[src/rtl/regfile_read_arbiter.sv]
// Round-robin arbiter sharing one register-file read port among NREQ clients.
// Optional zero register (index all-ones reads as 0) when REGFILE_RD_ZERO_EN is defined.
module regfile_read_arbiter #(
  parameter int NREQ = 4,
  parameter int AW   = 5,
  parameter int DW   = 32
) (
  input  logic               clk,
  input  logic               reset_n,
  input  logic [NREQ-1:0]    req,
  input  logic [NREQ*AW-1:0] req_addr,
  input  logic               stall,
  output logic [NREQ-1:0]    gnt,
  output logic [AW-1:0]      mux_sel,
  input  logic [DW-1:0]      mux_data,
  output logic [NREQ-1:0]    rvalid,
  output logic [DW-1:0]      rdata
);

  localparam int PW = $clog2(NREQ);
  localparam logic [PW-1:0] LAST = PW'(NREQ - 1);

  logic [PW-1:0]   ptr_q, ptr_d;
  logic [NREQ-1:0] rvalid_q, rvalid_d;
  logic [DW-1:0]   rdata_q, rdata_d;

  logic [AW-1:0]   addr_a [NREQ];
  logic [PW-1:0]   win;
  logic [PW-1:0]   cand_idx;
  logic            found;
  logic            grant_en;
  int unsigned     cand;

  for (genvar g = 0; g < NREQ; g++) begin : g_addr
    assign addr_a[g] = req_addr[g*AW +: AW];
  end

  // Scan from ptr upward with wrap; first requester encountered wins.
  always_comb begin
    win      = '0;
    found    = 1'b0;
    cand     = 0;
    cand_idx = '0;
    for (int unsigned k = 0; k < NREQ; k++) begin
      cand     = (32'(ptr_q) + k) % NREQ;
      cand_idx = cand[PW-1:0];
      if (!found && req[cand_idx]) begin
        found = 1'b1;
        win   = cand_idx;
      end
    end
  end

  assign grant_en = found & ~stall;

  always_comb begin
    gnt     = '0;
    mux_sel = '0;
    if (grant_en) begin
      gnt[win] = 1'b1;
      mux_sel  = addr_a[win];
    end
  end

  always_comb begin
    ptr_d    = ptr_q;
    rvalid_d = '0;
    rdata_d  = rdata_q;
    if (grant_en) begin
      ptr_d    = (win == LAST) ? '0 : win + PW'(1);
      rvalid_d = gnt;
`ifdef REGFILE_RD_ZERO_EN
      rdata_d  = (mux_sel == '1) ? '0 : mux_data;
`else
      rdata_d  = mux_data;
`endif
    end
  end

  always_ff @(posedge clk or negedge reset_n) begin
    if (!reset_n) begin
      ptr_q    <= '0;
      rvalid_q <= '0;
      rdata_q  <= '0;
    end else begin
      ptr_q    <= ptr_d;
      rvalid_q <= rvalid_d;
      rdata_q  <= rdata_d;
    end
  end

  assign rvalid = rvalid_q;
  assign rdata  = rdata_q;

endmodule

[config.mk]
export PLATFORM = sky130hd
export DESIGN_NAME = regfile_read_arbiter
export DESIGN_NICKNAME = d
export VERILOG_FILES = /design/src/rtl/regfile_read_arbiter.sv
export SDC_FILE = /design/constraint.sdc
export NUM_CORES = 1
export LEC_CHECK = 0
export CAP_MARGIN = 20
export CORE_MARGIN = 5
export CORE_UTILIZATION = 45
export CTS_CLUSTER_SIZE = 40
export DETAILED_ROUTE_END_ITERATION = 7
export DONT_BUFFER_PORTS = 1
export HOLD_SLACK_MARGIN = 0.02
export MAX_ROUTING_LAYER = met4
export PLACE_DENSITY_LB_ADDON = 0.2
export RECOVER_POWER = 50
export SYNTH_ARGS = -nofsm -noshare
export SYNTH_HDL_FRONTEND = slang
export SYNTH_SLANG_ARGS = --single-unit
[constraint.sdc]
create_clock -name clk -period 1.9 [get_ports clk]
set_clock_uncertainty 0.1 [all_clocks]
set_input_delay 0.38 -clock clk [delete_from_list [all_inputs] [get_ports clk]]
set_output_delay 0.38 -clock clk [all_outputs]
set_load 0.02 [all_outputs]
==> results by stage <==
Worst setup path:
- The nature of the critical path endpoint is a primary output.
- The worst reg2reg path startpoint is ptr_q[1].
- The launch point of the critical path is ptr_q[1].
- The endpoint of the worst-slack reg-to-reg timing path is ptr_q[1].
- The data arrival time of the worst path is 1.83 ns.
- Along the worst path, the maximum fanout reaches 5.
- The critical path data required time is 1.42 ns.
- The cell depth of the worst flop-to-flop path is 7.
- The classification of the worst setup path is flip-flop to primary output.
- STA classifies the critical path startpoint as a flip-flop.
- For flop-to-flop paths, the worst setup slack is 0.02 ns.

Drt:
- The routed wire length per instance is 19.7 um.
- The routed layout has 1027 vias.
- The final routed DRC violation total is 0.
- The number of DRC violations after detailed-routing iteration 0 is 57.
- The number of search-and-repair iterations in the first detailed-routing pass is 3.
- For this block, the routed nets add up to 3660 um of wire.
- The number of nets with antenna violations after routing is 0.
- After detailed routing, the number of vias per cell comes to 5.52.

Outcome:
- The run finished, with violations left.
- The checks that failed: setup timing.

Global routing:
- The first-pass GRT wire length is 5590 um.
- The number of global-route vias before repair came to 1118.
- After global routing the overflow that remains totals 0.
- Across every metal layer, demand over resource in global routing totals 14.4%.
- The pin count of the biggest net entering global routing is 39.
- The initial antenna violation count came to 0.

Clocking:
- The latest clock arrival within the worst-skew pair is 0.28 ns.
- The depth of the CTS H-tree is 2.
- The post-CTS clock slew at the launch and capture registers of the worst setup and hold paths is 0.07 ns.
- The clock tree buffer depth is 2.
- The number of sinks on the clock net is 38.
- The total clock buffers created by CTS is 5.
- TritonCTS built the clock tree.
- The cell sitting at the root of the clock tree is a sky130_fd_sc_hd__clkbuf_8.

STA:
- The max-slew violation total from the final report is 0.
- The hold violation total from the final report is 0.
- At the pin with the least slew margin, the transition time is 0.924 ns.
- Subtracting the final worst setup slack from the clock period gives 2.31 ns.
- The worst slew margin relative to its limit is 38.4%.
- The worst setup slack after layout is -0.408 ns.
- Setup violations remaining at the end of the flow were counted as 9.
- Static timing analysis puts the maximum clock frequency at 433 MHz.
- In the finished design, the share of the clock period the worst path needs comes to 121%.
- Setup repair after global routing could not meet its margin everywhere.

Synth:
- The synthesized netlist contains 21 unique library cells.
- The total of warnings raised by yosys is 0.
- In this run, synthesis produced a sequential element count of 38.
- The library cell with the largest summed area after synthesis is sky130_fd_sc_hd__dfrtp_1.
- The sequential share of the synthesized area is 56.5%.
- The mean cell area of the mapped netlist is 14.4 um^2.
- When the netlist entered floorplanning its net count stood at 180.
- By area the synthesized netlist is led by sky130_fd_sc_hd__dfrtp_1, sky130_fd_sc_hd__mux2_2, sky130_fd_sc_hd__mux2i_1, sky130_fd_sc_hd__ha_1, sky130_fd_sc_hd__and2_1.
- The proportion of netlist area held by the largest area contributor is 56.5%.
- The gate count after technology mapping is 117.
- The cell area after synthesis is 1680 um^2.

Floorplanning:
- The initialized floorplan defines 22 standard-cell rows.
- The number of ports placed on the die boundary is 104.
- The die covers 5060 um^2.
- After floorplanning, the core was sized to cover 3630 um^2.
- For this configuration, the core starts out at a cell density of 46.3%.
- The floorplan die width is 71.1 um.
- In this run the vertical extent of the chip is 71.1 um.

Pwr:
- The leakage power summed over all cells is 0.895 nW.
- The cell area power density is 1160 nW/um^2.
- Across the VDD grid, the largest voltage drop is 0.000598 V.

Min path:
- In this run the most critical hold path is launched from mux_data[15].
- In this run the worst hold path is classified as input port to flip-flop.
- The cell depth of the worst hold path is 1.
- The path with the worst hold slack has its endpoint at rdata[15].

Place:
- Routability-driven placement finished with a final weighted congestion of 0.735.
- In this run the tool buffered the top-level ports with 0 buffer cells.
- The total cell area at the placement stage is 1820 um^2.
- The half-perimeter wire length after detailed placement is 2780 um.

Final layout:
- The library cell used most frequently in the layout, excluding fill and tap cells, is sky130_fd_sc_hd__dfrtp_1.
- The share of the core filled with cells is 56.2%.
- The number of fill cells in the layout is 303.
- The proportion of layout cells with a drive suffix above 1 is 58.7%.
- Compared with the post-synthesis result, the final layout area differs by 21.5%.
- At the end of the flow, the number of nets in the layout was 201.
- The count of inserted antenna diode cells is 0.
- The top cell types in the final layout, fill and taps aside, are sky130_fd_sc_hd__dfrtp_1, sky130_fd_sc_hd__mux2_2, sky130_fd_sc_hd__buf_4, sky130_fd_sc_hd__mux2i_1.
- Summing all non-filler instances in the final layout gives an area of 2040 um^2.

Run:
- The reported max-cap violation count is 0.
## stage by stage
step | hold WS, ns | total power, mW | instances | worst slack (ns) | TNS, ns
after detailed placement | -0.0144 | 1.70 | 172 | -0.0637 | -0.306
after global placement | -0.0148 | 1.67 | 172 | -0.0134 | -0.0318
after floorplan | -0.0156 | 1.51 | 117 | 0.00641 | 0
after CTS | 0.139 | 2.28 | 181 | -0.351 | -2.80
after global routing | 0.128 | 2.51 | 186 | -0.511 | -4.30
final | 0.149 | 2.37 | 186 | -0.408 | -3.35
## worst max-delay path, stage by stage (launching register included)
cell and delay [ns]:
sky130_fd_sc_hd__dfrtp_2 0.44, sky130_fd_sc_hd__nand2_2 0.08, sky130_fd_sc_hd__nand3b_1 0.12, sky130_fd_sc_hd__a2bb2oi_4 0.25, sky130_fd_sc_hd__clkbuf_16 0.19, sky130_fd_sc_hd__mux2i_1 0.20
sky130_fd_sc_hd__o22ai_1 0.10, sky130_fd_sc_hd__buf_4 0.16
## metal layers
layer	vias to the layer above	GRT usage (%)	part of all wire, %
met3	2	6.11	9.2
li1	460	-	-
met1	499	15.2	37
met2	66	24.3	53
met4	0	5.01	0.63
met5	-	-	0
## layout make-up
cell class | instances | area [um^2] | share of cell area [%]
Clock buffer | 5 | 68.8 | 3.37
Clock inverter | 2 | 10.0 | 0.490
Inverter | 3 | 11.3 | 0.551
Sequential cell | 38 | 952 | 46.6
Timing Repair Buffer | 19 | 180 | 8.82
Tap cell | 48 | 60.1 | 2.94
Multi-Input combinational cell | 71 | 761 | 37.2
## how the worst max path moves through the flow
| stage | to | slack, ns | cells after the start |
|---|---|---|---|
| detailed placement | gnt[0] | -0.06 | 6 |
| global placement | mux_sel[3] | -0.01 | 7 |
| global route | mux_sel[0] | -0.51 | 7 |
| floorplan | mux_sel[0] | 0.006 | 6 |
| finish | mux_sel[0] | -0.41 | 7 |
| CTS | mux_sel[2] | -0.35 | 7 |
## where the power goes
| part | internal (mW) | total [mW] | switching, mW |
|---|---|---|---|
| Sequential | 0.920 | 1.12 | 0.200 |
| Clock | 0.246 | 0.499 | 0.253 |
| Combinational | 0.421 | 0.750 | 0.329 |
| Total | 1.59 | 2.37 | 0.782 |
## synth_stat cells, drive strengths merged
library cell	n
nand2	3
and2	5
nor4	1
a2bb2oi	1
nor2	1
o22ai	5
a21oi	3
nand3b	1
mux2i	11
nor3	1
dfrtp	38
o21ai	1
inv	3
buf	5
ha	4
nor3b	1
mux2	33
## repair_timing
item | 4_1_cts | 5_1_grt
hold buffers | 2 | 0
resized for setup | 15 | 11
endpoints found under the setup margin | 9 | 9
pin swaps | 4 | 2
cloned | 0 | 1
hold endpoints to repair | 38 | 0
setup buffers | 0 | 4
## sequential cells by signal (all words and copies together) (netlist names)
signal,count
rvalid,4
rdata,32
ptr_q,2
## cells by family after synthesis
family / after synthesis / synth area share, %
fa+ha+maj: 4 / 2.98
simple gates: 13 / 5.13
buf+inv: 8 / 2.53
flops: 38 / 56.5
compound gates: 10 / 4.17
mux: 44 / 28.6
Power figures use the tool's default switching activity.
